File: src/rtl/bcd_conv_seq.sv
// Sequential binary-to-BCD converter (shift-and-add-3), one input bit per clock.
// Valid/ready input handshake; one-cycle out_valid pulse when bcd is updated.
module bcd_conv_seq #(
  parameter int unsigned WIDTH  = 8,
  parameter int unsigned DIGITS = 3
) (
  input  logic                  clk,
  input  logic                  rst,
  input  logic [WIDTH-1:0]      in_data,
  input  logic                  in_valid,
  output logic                  in_ready,
  output logic                  busy,
  output logic [4*DIGITS-1:0]   bcd,
  output logic                  out_valid
);

  localparam int unsigned SW = 4*DIGITS + WIDTH;
  localparam int unsigned CW = $clog2(WIDTH + 1);

  typedef enum logic [1:0] {IDLE, SHIFT, DONE} state_t;

  state_t          state;
  logic [SW-1:0]   sr;
  logic [SW-1:0]   adj;
  logic [SW-1:0]   nxt;
  logic [CW-1:0]   cnt;

  // Scratch is {bcd_acc, bin}; every digit is corrected before the shift.
  always_comb begin
    adj = sr;
    for (int unsigned i = 0; i < DIGITS; i++) begin
      if (sr[WIDTH+4*i +: 4] >= 4'd5)
        adj[WIDTH+4*i +: 4] = sr[WIDTH+4*i +: 4] + 4'd3;
    end
    nxt = adj << 1;
  end

  always_ff @(posedge clk or negedge rst) begin
    if (!rst) begin
      state     <= IDLE;
      sr        <= '0;
      cnt       <= '0;
      bcd       <= '0;
      out_valid <= 1'b0;
      in_ready  <= 1'b1;
      busy      <= 1'b0;
    end else begin
      case (state)
        IDLE: begin
          if (in_valid) begin
            sr       <= {{(4*DIGITS){1'b0}}, in_data};
            cnt      <= CW'(WIDTH);
            state    <= SHIFT;
            in_ready <= 1'b0;
            busy     <= 1'b1;
          end
        end
        SHIFT: begin
          sr  <= nxt;
          cnt <= cnt - CW'(1);
          if (cnt == CW'(1)) begin
            bcd       <= nxt[SW-1:WIDTH];
            out_valid <= 1'b1;
            state     <= DONE;
          end
        end
        DONE: begin
          out_valid <= 1'b0;
          in_ready  <= 1'b1;
          busy      <= 1'b0;
          state     <= IDLE;
        end
        default: begin
          out_valid <= 1'b0;
          in_ready  <= 1'b1;
          busy      <= 1'b0;
          state     <= IDLE;
        end
      endcase
    end
  end

endmodule

File: config.mk
export PLATFORM = sky130hd
export DESIGN_NAME = bcd_conv_seq
export DESIGN_NICKNAME = d
export VERILOG_FILES = /design/src/rtl/bcd_conv_seq.sv
export SDC_FILE = /design/constraint.sdc
export NUM_CORES = 1
export LEC_CHECK = 0
export BUFFER_PORTS_ARGS = -buffer_cell sky130_fd_sc_hd__buf_2
export CORE_MARGIN = 3
export CORE_UTILIZATION = 51
export DETAILED_ROUTE_END_ITERATION = 10
export PLACE_DENSITY = 0.75
export SLEW_MARGIN = 40
export SYNTH_ARGS = -nofsm -noshare
export SYNTH_HDL_FRONTEND = slang
export SYNTH_SLANG_ARGS = --single-unit
File: constraint.sdc
create_clock -name clk -period 1.5 [get_ports clk]
set_input_delay 0.075 -clock clk [delete_from_list [all_inputs] [get_ports clk]]
set_output_delay 0.075 -clock clk [all_outputs]
set_load 0.05 [all_outputs]
# [Word-level counts from Yosys, hierarchy flattened]
# Index checks and enable logic that the tools add are counted.
[word_totals] elab_cells=43 register_bits=41 latch_bits=0 in_bits=11 ram_bits=0 mem_bits_ro=0 memories=0
[classes] n_mux=16 multipliers=0 shift=0 div=0 n_bitwise=2 order_cmp=3 n_addsub=4 eq_ne=4 reduce_logical=7
[op_table] operator="20-bit case mux with 2 select lines" n=1
[op_table] operator="20-bit two-way mux" n=1
[op_table] operator="4-bit by 3-bit >= comparator with 1-bit output, second input constant" n=3
[op_table] operator="4-bit two-way mux" n=3
[op_table] operator="2-bit AND reduction" n=5
[op_table] operator="4-bit by 2-bit adder with 4-bit output, second input constant" n=2
[op_table] operator="4-bit case mux with 2 select lines" n=1
[op_table] operator="1-bit case mux with 2 select lines" n=3
[op_table] operator="4-bit by 1-bit equality test with 1-bit output, second input constant" n=1
[op_table] operator="2-bit two-way mux" n=2
[op_table] operator="2-bit != test, second input constant" n=2
[op_table] operator="2-bit case mux with 2 select lines" n=1
[op_table] operator="4-bit by 1-bit subtractor with 4-bit output, second input constant" n=1
[op_table] operator="3-bit by 2-bit adder with 3-bit output, second input constant" n=1
[op_table] operator="1-bit two-way mux" n=3
[op_table] operator="3-bit two-way mux" n=1
[op_table] operator="2-bit by 1-bit equality test with 1-bit output, second input constant" n=1
[op_table] operator="2-bit logical NOT" n=1
[op_table] operator="1-bit NOT" n=2
[op_table] operator="2-bit nonzero test" n=1

# [Depth between registers and ports, before layout]
[depth] depth_word=3 mapped_depth=6 depth_no_buf=6

# [Worst setup path before layout]
# Ideal clock, no wire load.
[synth_timing] path_type="register to register" start="register sr[12]" end="register bcd[6]" arrival_time_ns=1.294 setup_time_ns=0.125 path_stages_with_launch=6 slack_ns=0.081 path_buffers=0 path_cell_list="dfrtp_1 -> ha_1 -> nand2b_2 -> a21oi_4 -> mux2i_1 -> mux2_4"
[synth_via] elab_chain_len=2
[synth_lines] element="start: declaration" line="23" text="logic [SW-1:0] sr;"
[synth_lines] element="start signal: assignment" line="51" text="sr <= {{(4*DIGITS){1'b0}}, in_data};"
[synth_lines] element="start signal: assignment" line="59" text="sr <= nxt;"
[synth_lines] element="4-bit by 2-bit adder with 4-bit output / 4-bit by 3-bit >= comparator with 1-bit output (equally long branches)" line="33, 32"
[synth_lines] element="4-bit two-way mux *" line="32" text="if (sr[WIDTH+4*i +: 4] >= 4'd5)"
[synth_lines] element="end signal: assignment" line="62" text="bcd <= nxt[SW-1:WIDTH];"
[synth_lines] element="end: declaration" line="13" text="output logic [4*DIGITS-1:0] bcd,"
# Mark *: on every way between the ends. The rest lies on a longest branch, timed or not.
# A chain may end at the register's enable or synchronous reset.

# [Final worst setup path]
[layout_timing] start="register sr[17]" end="register bcd[9]"
[layout_via] elab_chain_len=2
[layout_lines] element="4-bit by 3-bit >= comparator with 1-bit output" line="32"
[layout_lines] element="3-bit two-way mux" line="32"
# No other way between the ends.

==> key figures <==
Clocking
  – Max clock buf depth: 2
  – TritonCTS Sinks: 41
  – CTS Buf Count: 5
  – H-tree levels: 2
  – Clock latency reported for the late side of the worst-skew pair: 300 ps
  – Clock root buffer: clkbuf_8
  – CTS tree: built
  – Clock-pin slew on the worst setup and hold paths: about 70 ps

Floorplan
  – Starting density of the core: 53.6%
  – Die Footprint: around 0.0047 mm²
  – Row cnt: 22
  – Die width: roughly 68 µm
  – Die Height: 68.5 µm
  – # IOs: 26
  – Core area: 0.00372 mm²

STA
  – Fin crit period: 1470 ps
  – Final count of pins violating max slew: 0
  – Unrepaired setup endpoints after global routing: true
  – Tcrit/Tclk final: 98.3%
  – Final number of setup-violating endpoints: 0
  – Fmax: around 680 MHz
  – Fin Clk Skew: ~5.5 ps
  – Fin Setup TNS: 0 ps
  – Rel. slew slack: 70.2%
  – Final hold vios: 0
  – Slew @ Worst Pin: 448 ps

Setup path
  – R2R Path Start: sr[17]$_DFFE_PN0P_
  – Crit-path cells: inv_1, ha_1, nand2b_4, a21oi_4, xnor2_1, mux2_4
  – R2R setup slack: approximately 25 ps
  – CP Class: flip-flop to flip-flop
  – RR Endpoint: bcd[9]$_DFFE_PN0P_
  – Critical path peak fanout: 3
  – Worst setup EP type: flip-flop
  – Critical path's slowest cell: dfrtp_1
  – Worst endpoint data arrival time: between 1500 and 2000 ps
  – Cells on worst reg2reg path: 6
  – Startpoint Class: flip-flop
  – Req. time, crit path: around 1700 ps
  – Max incr delay on CP: 390 ps
  – Worst setup endpoint: bcd[9]$_DFFE_PN0P_
  – Crit. Startpoint: sr[17]$_DFFE_PN0P_

Global routing
  – Largest net degree at the start of global routing: 21
  – Gr usage total: just over 20%
  – Vias in the first global route: between 1500 and 2000
  – First-pass GRT wire length: about 6900 µm
  – GR Overflow Total: 0
  – Antenna violations before repair: 0

Logic synthesis
  – Mapped cell area: 0.00199 mm²
  – Synth top area share: approximately half
  – Distinct cells, synth: 32
  – Area leader, netlist: dfrtp_1
  – YS warnings: 0
  – Post-Syn Instances: 183
  – Post-synthesis sequential area ratio: roughly half
  – Synthesized flop and latch total: 41
  – Post-Syn Area per Cell: around 11 µm²
  – Synth area leaders: dfrtp_1 (50%), ha_1 (5.0%), mux2_4 (4.5%)
  – Syn_nets: roughly 200

Drt
  – Wire length per cell: about 15 µm
  – Remaining DRCs: 0
  – First-pass iteration count of the detailed router: 4
  – Final wirelength: 4140 µm
  – DR vias: 1540
  – DR iter-0 viols: 94
  – Routed Antenna Nets: 0
  – Post-DR vias/cell: 5.52

Final layout
  – Footprint of the multi-input gates: around 940 µm²
  – Area delta synth->final: 22.3%
  – Share of layout cells above drive strength 1: 33.3%
  – Commonest non-fill, non-tap cell in the layout: dfrtp_1
  – Fillers: 299
  – Antenna cell count: 0
  – Register area: 0.00103 mm²
  – Fin nets: approximately 250
  – Most frequent cells in the layout: dfrtp_1 (40), buf_2 (25), buf_4 (20)
  – Final Instance Count excl. Fillers: 279

Placement
  – DP HPWL: 2980 µm
  – GPL Wtd Cong: 0.806
  – IO Port Bufs: 25
  – Placed insts: 264

Flow run
  – Max_cap viols: 0

Power and ir drop
  – Tot Pwr: 0.00612 W
  – Peak supply drop: 1310 µV
  – LEAKAGE: 1.16 nW
  – Pwr per Cell Area: ~2500 mW/mm²

Worst hold path
  – Hold Crit Class: primary input to flip-flop

Outcome
  – Status: finished, final reports clean
[metrics by stage]
stage	hold slack, ps	utilization, %	setup slack [ps]	cell area, µm²
final	26.3	65.5	25.5	2430
after global routing	29.7	65.5	-61.2	2430
after CTS	29.3	64.2	1.18	2390
after detailed placement	48.5	60.6	-30.4	2250
after global placement	40.5	60.6	59.5	2250
after floorplan	-221	-	81.2	1990
[cell usage after synthesis, drive strengths merged]
master,n
a21oi,13
a22o,7
a22oi,7
a32o,1
and3,1
buf,5
clkbuf,1
dfrtp,40
dfstp,1
ha,8
inv,11
mux2,7
mux2i,4
nand2,16
nand2b,4
nand3,4
nand3b,1
nor2,7
nor2b,8
nor3,4
nor3b,5
o21ai,23
o21bai,2
xnor2,3
[final cells by class]
type | instances | area share (%)
Clock buffer | 6 | 2.98
Clock inverter | 2 | 0.411
Inverter | 11 | 1.80
Multi-Input combinational cell | 125 | 38.4
Sequential cell | 41 | 42.2
Tap cell | 48 | 2.47
Timing Repair Buffer | 46 | 11.7
[sequential cells by signal (all words and copies together), names as in the netlist]
name       flops
out_valid      1
state          2
cnt            4
bcd           12
sr            20
busy           1
in_ready       1
[critical path, delay by kind of cell (launching register included)]
kind | cells | cell delay (ps)
simple gates | 1 | 70
fa+ha+maj | 1 | 240
flops | 1 | 390
compound gates | 1 | 150
buf+inv | 1 | 110
xor+xnor | 1 | 140
mux | 1 | 270
[logic make-up (layout without fill, tap and decap cells)]
| logic type | Yosys count | count (layout) | synth area share, % |
|---|---|---|---|
| compound gates | 53 | 53 | 17.3 |
| simple gates | 50 | 50 | 14.0 |
| flops | 41 | 41 | 51.6 |
| buf+inv | 17 | 65 | 3.65 |
| mux | 11 | 11 | 7.10 |
| fa+ha+maj | 8 | 8 | 5.03 |
| xor+xnor | 3 | 3 | 1.32 |
[metal layers]
layer	up-vias	part of all wire, %	global-route usage, %
met5	-	0	0
met1	773	42	23.4
met2	31	53	34.8
li1	731	-	-
met3	5	4.1	4.11
met4	0	1.4	10.4
[report_power, final]
group	internal, W	total, W	switching, W	leakage [nW]
Clock	0.000322	0.000693	0.000370	0.0450
Combinational	0.00142	0.00337	0.00195	0.601
Sequential	0.00161	0.00205	0.000439	0.515
[worst min path at each step]
stage / startpoint / slack [ps] / endpoint / cells past startpoint
after floorplan: rst / -220 / bcd[0]$_DFFE_PN0P_ / 0
after global placement: rst / 40 / bcd[2]$_DFFE_PN0P_ / 1
after detailed placement: rst / 50 / sr[9]$_DFFE_PN0P_ / 1
after CTS: in_data[0] / 30 / sr[0]$_DFFE_PN0P_ / 2
after global routing: in_data[0] / 30 / sr[0]$_DFFE_PN0P_ / 2
final: in_data[0] / 30 / sr[0]$_DFFE_PN0P_ / 2
[what timing repair did]
action / in CTS / in global routing
resized for setup: 1 / 12
pin swaps: 1 / 5
hold buffers: 1 / 0
endpoints found under the hold margin: 17 / 0
setup buffers: 5 / 1
setup endpoints to repair: 6 / 13
Note: power is estimated with default switching activity, not from simulation.
